File: config.mk
export PLATFORM = sky130hd
export DESIGN_NAME = cp0_except_ctrl
export DESIGN_NICKNAME = d
export VERILOG_FILES = /design/src/rtl/cp0_except_ctrl.sv
export SDC_FILE = /design/constraint.sdc
export NUM_CORES = 1
export LEC_CHECK = 0
export ABC_AREA = 1
export CORE_AREA = 2 2 169 171
export DETAILED_ROUTE_END_ITERATION = 12
export DIE_AREA = 0 0 171 173
export PLACE_DENSITY = 0.66
export SLEW_MARGIN = 20
export SYNTH_ARGS = -nofsm -noshare
export SYNTH_HDL_FRONTEND = slang
export SYNTH_SLANG_ARGS = --single-unit
File: constraint.sdc
create_clock -name clk -period 1.8 [get_ports clk]
set_input_delay 0.18 -clock clk [delete_from_list [all_inputs] [get_ports clk]]
set_output_delay 0.18 -clock clk [all_outputs]
set_load 0.03 [all_outputs]
File: src/rtl/cp0_except_ctrl.sv
// CP0 exception commit: EPC/Cause/Status/BadVAddr update, pipeline flush and redirect,
// Count/Compare timer and hardware/timer interrupt merge into Cause.IP.
module cp0_except_ctrl #(
  parameter logic [31:0] EXC_VECTOR = 32'hBFC0_0380,
  parameter logic [31:0] RESET_STAT = 32'h0040_0000
) (
  input  logic        clk,
  input  logic        resetn,
  input  logic [31:0] exception_type,
  input  logic [31:0] exc_pc,
  input  logic        in_delay_slot,
  input  logic [31:0] bad_addr,
  input  logic [5:0]  ext_int,
  input  logic        we,
  input  logic [4:0]  waddr,
  input  logic [4:0]  raddr,
  input  logic [31:0] wdata,
  output logic [31:0] rdata,
  output logic        flush,
  output logic [31:0] new_pc,
  output logic [31:0] status_o,
  output logic [31:0] cause_o,
  output logic [31:0] epc_o,
  output logic        timer_int
);

  localparam logic [4:0]  REG_BADVADDR = 5'd8;
  localparam logic [4:0]  REG_COUNT    = 5'd9;
  localparam logic [4:0]  REG_COMPARE  = 5'd11;
  localparam logic [4:0]  REG_STATUS   = 5'd12;
  localparam logic [4:0]  REG_CAUSE    = 5'd13;
  localparam logic [4:0]  REG_EPC      = 5'd14;
  localparam logic [31:0] CODE_ERET    = 32'h0000_000E;

  logic [7:0]  status_im;
  logic        status_exl;
  logic        status_ie;
  logic        cause_bd;
  logic [5:0]  cause_ip_hw;
  logic [1:0]  cause_ip_sw;
  logic [4:0]  cause_exc;
  logic [31:0] epc;
  logic [31:0] badvaddr;
  logic [31:0] count;
  logic [31:0] compare;
  logic        count_phase;

  logic        exc_take;
  logic [4:0]  exc_code;
  logic        eret;
  logic        mtc0;
  logic        wr_compare;

  always_comb begin
    // NOTE: defaults come first so every path assigns both outputs and no latch is inferred.
    exc_take = 1'b1;
    exc_code = 5'd0;
    case (exception_type)
      32'h1:   exc_code = 5'd0;
      32'h4:   exc_code = 5'd4;
      32'h5:   exc_code = 5'd5;
      32'h8:   exc_code = 5'd8;
      32'h9:   exc_code = 5'd9;
      32'hA:   exc_code = 5'd10;
      32'hC:   exc_code = 5'd12;
      32'hD:   exc_code = 5'd13;
      default: exc_take = 1'b0;
    endcase
  end

  assign eret       = (exception_type == CODE_ERET);
  // A faulting or flushed instruction must never commit its MTC0.
  assign mtc0       = we && (exception_type == 32'd0);
  assign wr_compare = mtc0 && (waddr == REG_COMPARE);

  assign flush    = |exception_type;
  assign new_pc   = eret ? epc : EXC_VECTOR;
  assign status_o = {9'd0, RESET_STAT[22], 6'd0, status_im, 6'd0, status_exl, status_ie};
  assign cause_o  = {cause_bd, timer_int, 14'd0, cause_ip_hw, cause_ip_sw, 1'b0, cause_exc, 2'd0};
  assign epc_o    = epc;

  always_comb begin
    rdata = 32'd0;
    case (raddr)
      REG_BADVADDR: rdata = badvaddr;
      REG_COUNT:    rdata = count;
      REG_COMPARE:  rdata = compare;
      REG_STATUS:   rdata = status_o;
      REG_CAUSE:    rdata = cause_o;
      REG_EPC:      rdata = epc;
      default:      rdata = 32'd0;
    endcase
  end

  always_ff @(posedge clk) begin
    if (!resetn) begin
      status_im   <= RESET_STAT[15:8];
      status_exl  <= RESET_STAT[1];
      status_ie   <= RESET_STAT[0];
      cause_bd    <= 1'b0;
      cause_ip_hw <= 6'd0;
      cause_ip_sw <= 2'd0;
      cause_exc   <= 5'd0;
      epc         <= 32'd0;
      badvaddr    <= 32'd0;
      count       <= 32'd0;
      compare     <= 32'd0;
      count_phase <= 1'b0;
      timer_int   <= 1'b0;
    end else begin
      cause_ip_hw <= {ext_int[5] | timer_int, ext_int[4:0]};
      count_phase <= ~count_phase;
      if (count_phase) count <= count + 32'd1;

      if (wr_compare)              timer_int <= 1'b0;
      else if (count == compare)   timer_int <= 1'b1;

      if (exc_take) begin
        // A nested exception keeps the EPC/BD of the outer one.
        if (!status_exl) begin
          epc      <= in_delay_slot ? exc_pc - 32'd4 : exc_pc;
          cause_bd <= in_delay_slot;
        end
        status_exl <= 1'b1;
        cause_exc  <= exc_code;
        if (exc_code == 5'd4 || exc_code == 5'd5) badvaddr <= bad_addr;
      end else if (eret) begin
        status_exl <= 1'b0;
      end

      // The Count load is placed after the increment so the write takes priority.
      if (mtc0) begin
        case (waddr)
          REG_COUNT: begin
            count       <= wdata;
            count_phase <= 1'b0;
          end
          REG_COMPARE: compare <= wdata;
          REG_STATUS: begin
            status_im  <= wdata[15:8];
            status_exl <= wdata[1];
            status_ie  <= wdata[0];
          end
          REG_CAUSE: cause_ip_sw <= wdata[9:8];
          REG_EPC:   epc         <= wdata;
          default: ;
        endcase
      end
    end
  end

endmodule

==> impl_results.md <==
- Crit share post-route: 99.1%
- Fin. max-slew vios: 0
- Critical Path RT: 1.62 ns
- Routability Congestion: 0.976
- P_leak: 7.02 nW
- Starting Density: 35.5%
- Number of global-route vias before repair: ~12000
- First-pass GRT wire length: 65100 um
- Synth warn: 0
- Core Util, Final: 59.2%
- Max Cap Viol: 0
- H-tree levels: 4
- Leading area contributor after synthesis: dfxtp_1
- Final hold vios: 0
- Async S/R FF share, synth: 0%
- Crit path kind: reg -> out
- Port Buf Inserts: 269
- CP delay by family, top: buffers and inverters
- Worst vdd ir: 0.531 mV
- Max clock buf depth: 2
- Slew margin rel.: 61.3%
- Post-synth top flop: dfxtp_1
- Iter 0 DRT Violations: approximately 1000
- Multi-input gate area: ~6000 um2
- Full die area: 29600 um2
- I/O Pins: between 300 and 400
- Vias per cell: 5.06
- Dpl cells: 2292
- Synthesis-stage register bit count: 153
- Fin area: 16400 um2
- Top cells by area, synth: dfxtp_1, nor2_1, nand2_1
- Core ar.: 27600 um2
- Crit path DAT: 1.60 ns
- Critical-path maximum fanout: 3
- RSZ-0062 raised after global routing: true
- Die height: 173 um
- Largest net degree at the start of global routing: 77
- Non-Filler Instances: 2386
- Residual DRC: 0
- Period minus WS final: about 1.8 ns
- Buffers & Inverters on Critical Path: 1
- Critical-path cell list: clkdlybuf4s50_1
- Yosys cell types: 51
- Multiplexer share of the synthesized area: 0%
- Sequential Area: 3080 um2
- Outcome: completed
- Synthesized instance count: 1533
- Post-synth top area share: between 30% and 40%
- Mapped Avg Cell Area: 6.40 um2
- Total CTS buffers: 17
- Slowest cell on crit path: clkdlybuf4s50_1
- Most frequent cell after synthesis: nor2_1
- Hpwl dp: 32300 um
- Combinational family with the most area after synthesis: simple AND/OR/NAND/NOR gates
- Crit. End Element: primary output
- Register area share after synthesis: 31.2%
- Final setup fails: 0
- Worst-Margin Slew: 0.581 ns
- Worst skew pair latency: 0.44 ns
- CP startpoint kind: flip-flop
- Post-synthesis adder-cell area fraction: 0.255%
- Routed wire per std cell: 18.3 um
- CTS tree: done
- Number of synthesized flops with an enable pin: 0
- Final #Nets: between 2000 and 2500
- Max incr delay on CP: 0.73 ns
- Global route overflow: 0
- TritonRoute pass-1 iters: 7
- Setup slack at placement: -0.475 ns
- Area Growth Syn to Fin: 66.8%
- Global Route Usage Sum: 28.4%
- Synth Area in XOR/XNOR: 5.89%
- Synth Area in Simple Gates: 32.3%
- Layout filler cell count: 2543
- Synth Cell Area: a little under 10000 um2
- Routed wire length: 43600 um
- Routed vias: 12100
- Skew final: 0.00683 ns
- Slack of the critical path: ~0.016 ns
- Final Power: between 0.008 and 0.009 W
- Initial antenna violation count: 3
- Hold Path Class: in -> reg
- Clock root buffer: clkbuf_16
- Rows: approximately 60
- Post-synthesis compound-gate area fraction: 16.1%
- Placed instance area: 14500 um2
- Synth top cells by count: nor2_1, nand2_1, inv_1
- Achievable frequency: 0.561 GHz
- Sink Count: 153
- Clock-pin transition on the worst setup and hold timing paths: 0.07 ns
- Layout cells sized above 1: 26.4%
- Post-route ant nets: 0
- P per Cell Area: 525 nW/um2
- Die Wd: 171 um
[where the power goes]
| part | internal [W] | switching (W) | leakage (nW) | total (W) |
|---|---|---|---|---|
| sequential | 0.00340 | 0.0000165 | 1.24 | 0.00342 |
| clock | 0.00246 | 0.00155 | 0.298 | 0.00402 |
| combinational | 0.000522 | 0.000626 | 5.48 | 0.00115 |
[layer usage]
| metal | track usage, % | wire, um |
|---|---|---|
| met4 | 10.3 | 1260 |
| met3 | 4.62 | 3340 |
| met2 | 45.7 | 20400 |
| met5 | 0 | 0 |
| met1 | 38.2 | 18700 |
[final timing paths]
kind | start | endpoint | slack, ns | cells past startpoint
max | cause_bd | cause_o[31] | 0.02 | 1
min | ext_int[2] | cause_ip_hw[2] | 0.28 | 3
max reg2reg | count[1] | count[26] | 0.05 | 11
min reg2reg | badvaddr[26] | badvaddr[26] | 0.48 | 2
[kinds of logic (layout without fill, tap and decap cells)]
family	Yosys count	in the layout
xor gates and xnor gates	66	66
adders and majority gates	2	2
AOI/OAI and AO/OA	276	276
and+or+nand+nor	734	735
other	2	42
DFF	153	153
buffers and inverters	300	734
[cell usage in the layout, fill, tap and decap left out, types with 6 or more instances in the layout]
master,instances
nor2_2,19
a21oi_1,93
buf_12,57
nand4_1,21
dlygate4sd2_1,21
nor3_1,18
inv_2,21
nor4_1,10
nor2_4,20
clkbuf_2,15
xor2_1,54
nand2_1,241
o21ai_1,9
nand3_1,96
nor2_1,241
dfxtp_2,10
dfxtp_1,142
inv_1,158
conb_1,40
clkbuf_16,28
nand3_2,15
nor3_4,6
o211ai_1,21
nor3_2,6
nand2_2,23
clkdlybuf4s50_1,157
buf_6,25
o21ai_0,97
xnor2_1,12
a22oi_1,21
buf_4,217
[timing repair]
item / CTS / global route
cloned: 4 / 5
gates resized for setup: 187 / 146
hold buffers: 0 / 0
endpoints found under the setup margin: 95 / 135
pin swaps: 41 / 52
setup buffers: 42 / 17
[registers in the layout, indices dropped and copies added (netlist names)]
name,cells
status_exl,1
epc_o,32
cause_ip_hw,6
count,32
cause_exc,4
timer_int,1
status_ie,1
cause_ip_sw,2
cause_bd,1
count_phase,1
compare,32
badvaddr,32
status_im,8
[final cells by class]
type	count	area share [%]
flip-flops and latches	153	18.8
repair buffers	517	32.6
diodes	2	0.0306
clock inverters	14	1.36
clock buffers	17	2.60
multi-input cells	1119	37.3
well taps	378	2.89
inverters	186	4.39
[per-stage QoR]
step / hold WS (ns) / TNS [ns]
after global placement: 0.466 / -77.36
after CTS: 0.277 / -0.389
final: 0.276 / 0
after global routing: 0.288 / -0.438
after floorplan: 0.278 / 0
after detailed placement: 0.474 / -75.32
[worst register-to-register path: stages (launching register included)]
cell	delay, ns
dfxtp_4	0.36
ha_4	0.15
nand3_4	0.09
nor2_4	0.10
nand4_1	0.19
nor2_4	0.31
nand3_2	0.14
nand2_1	0.07
inv_1	0.04
o21ai_1	0.12
nand3_1	0.08
inv_1	0.06
Power figures use the tool's default switching activity.
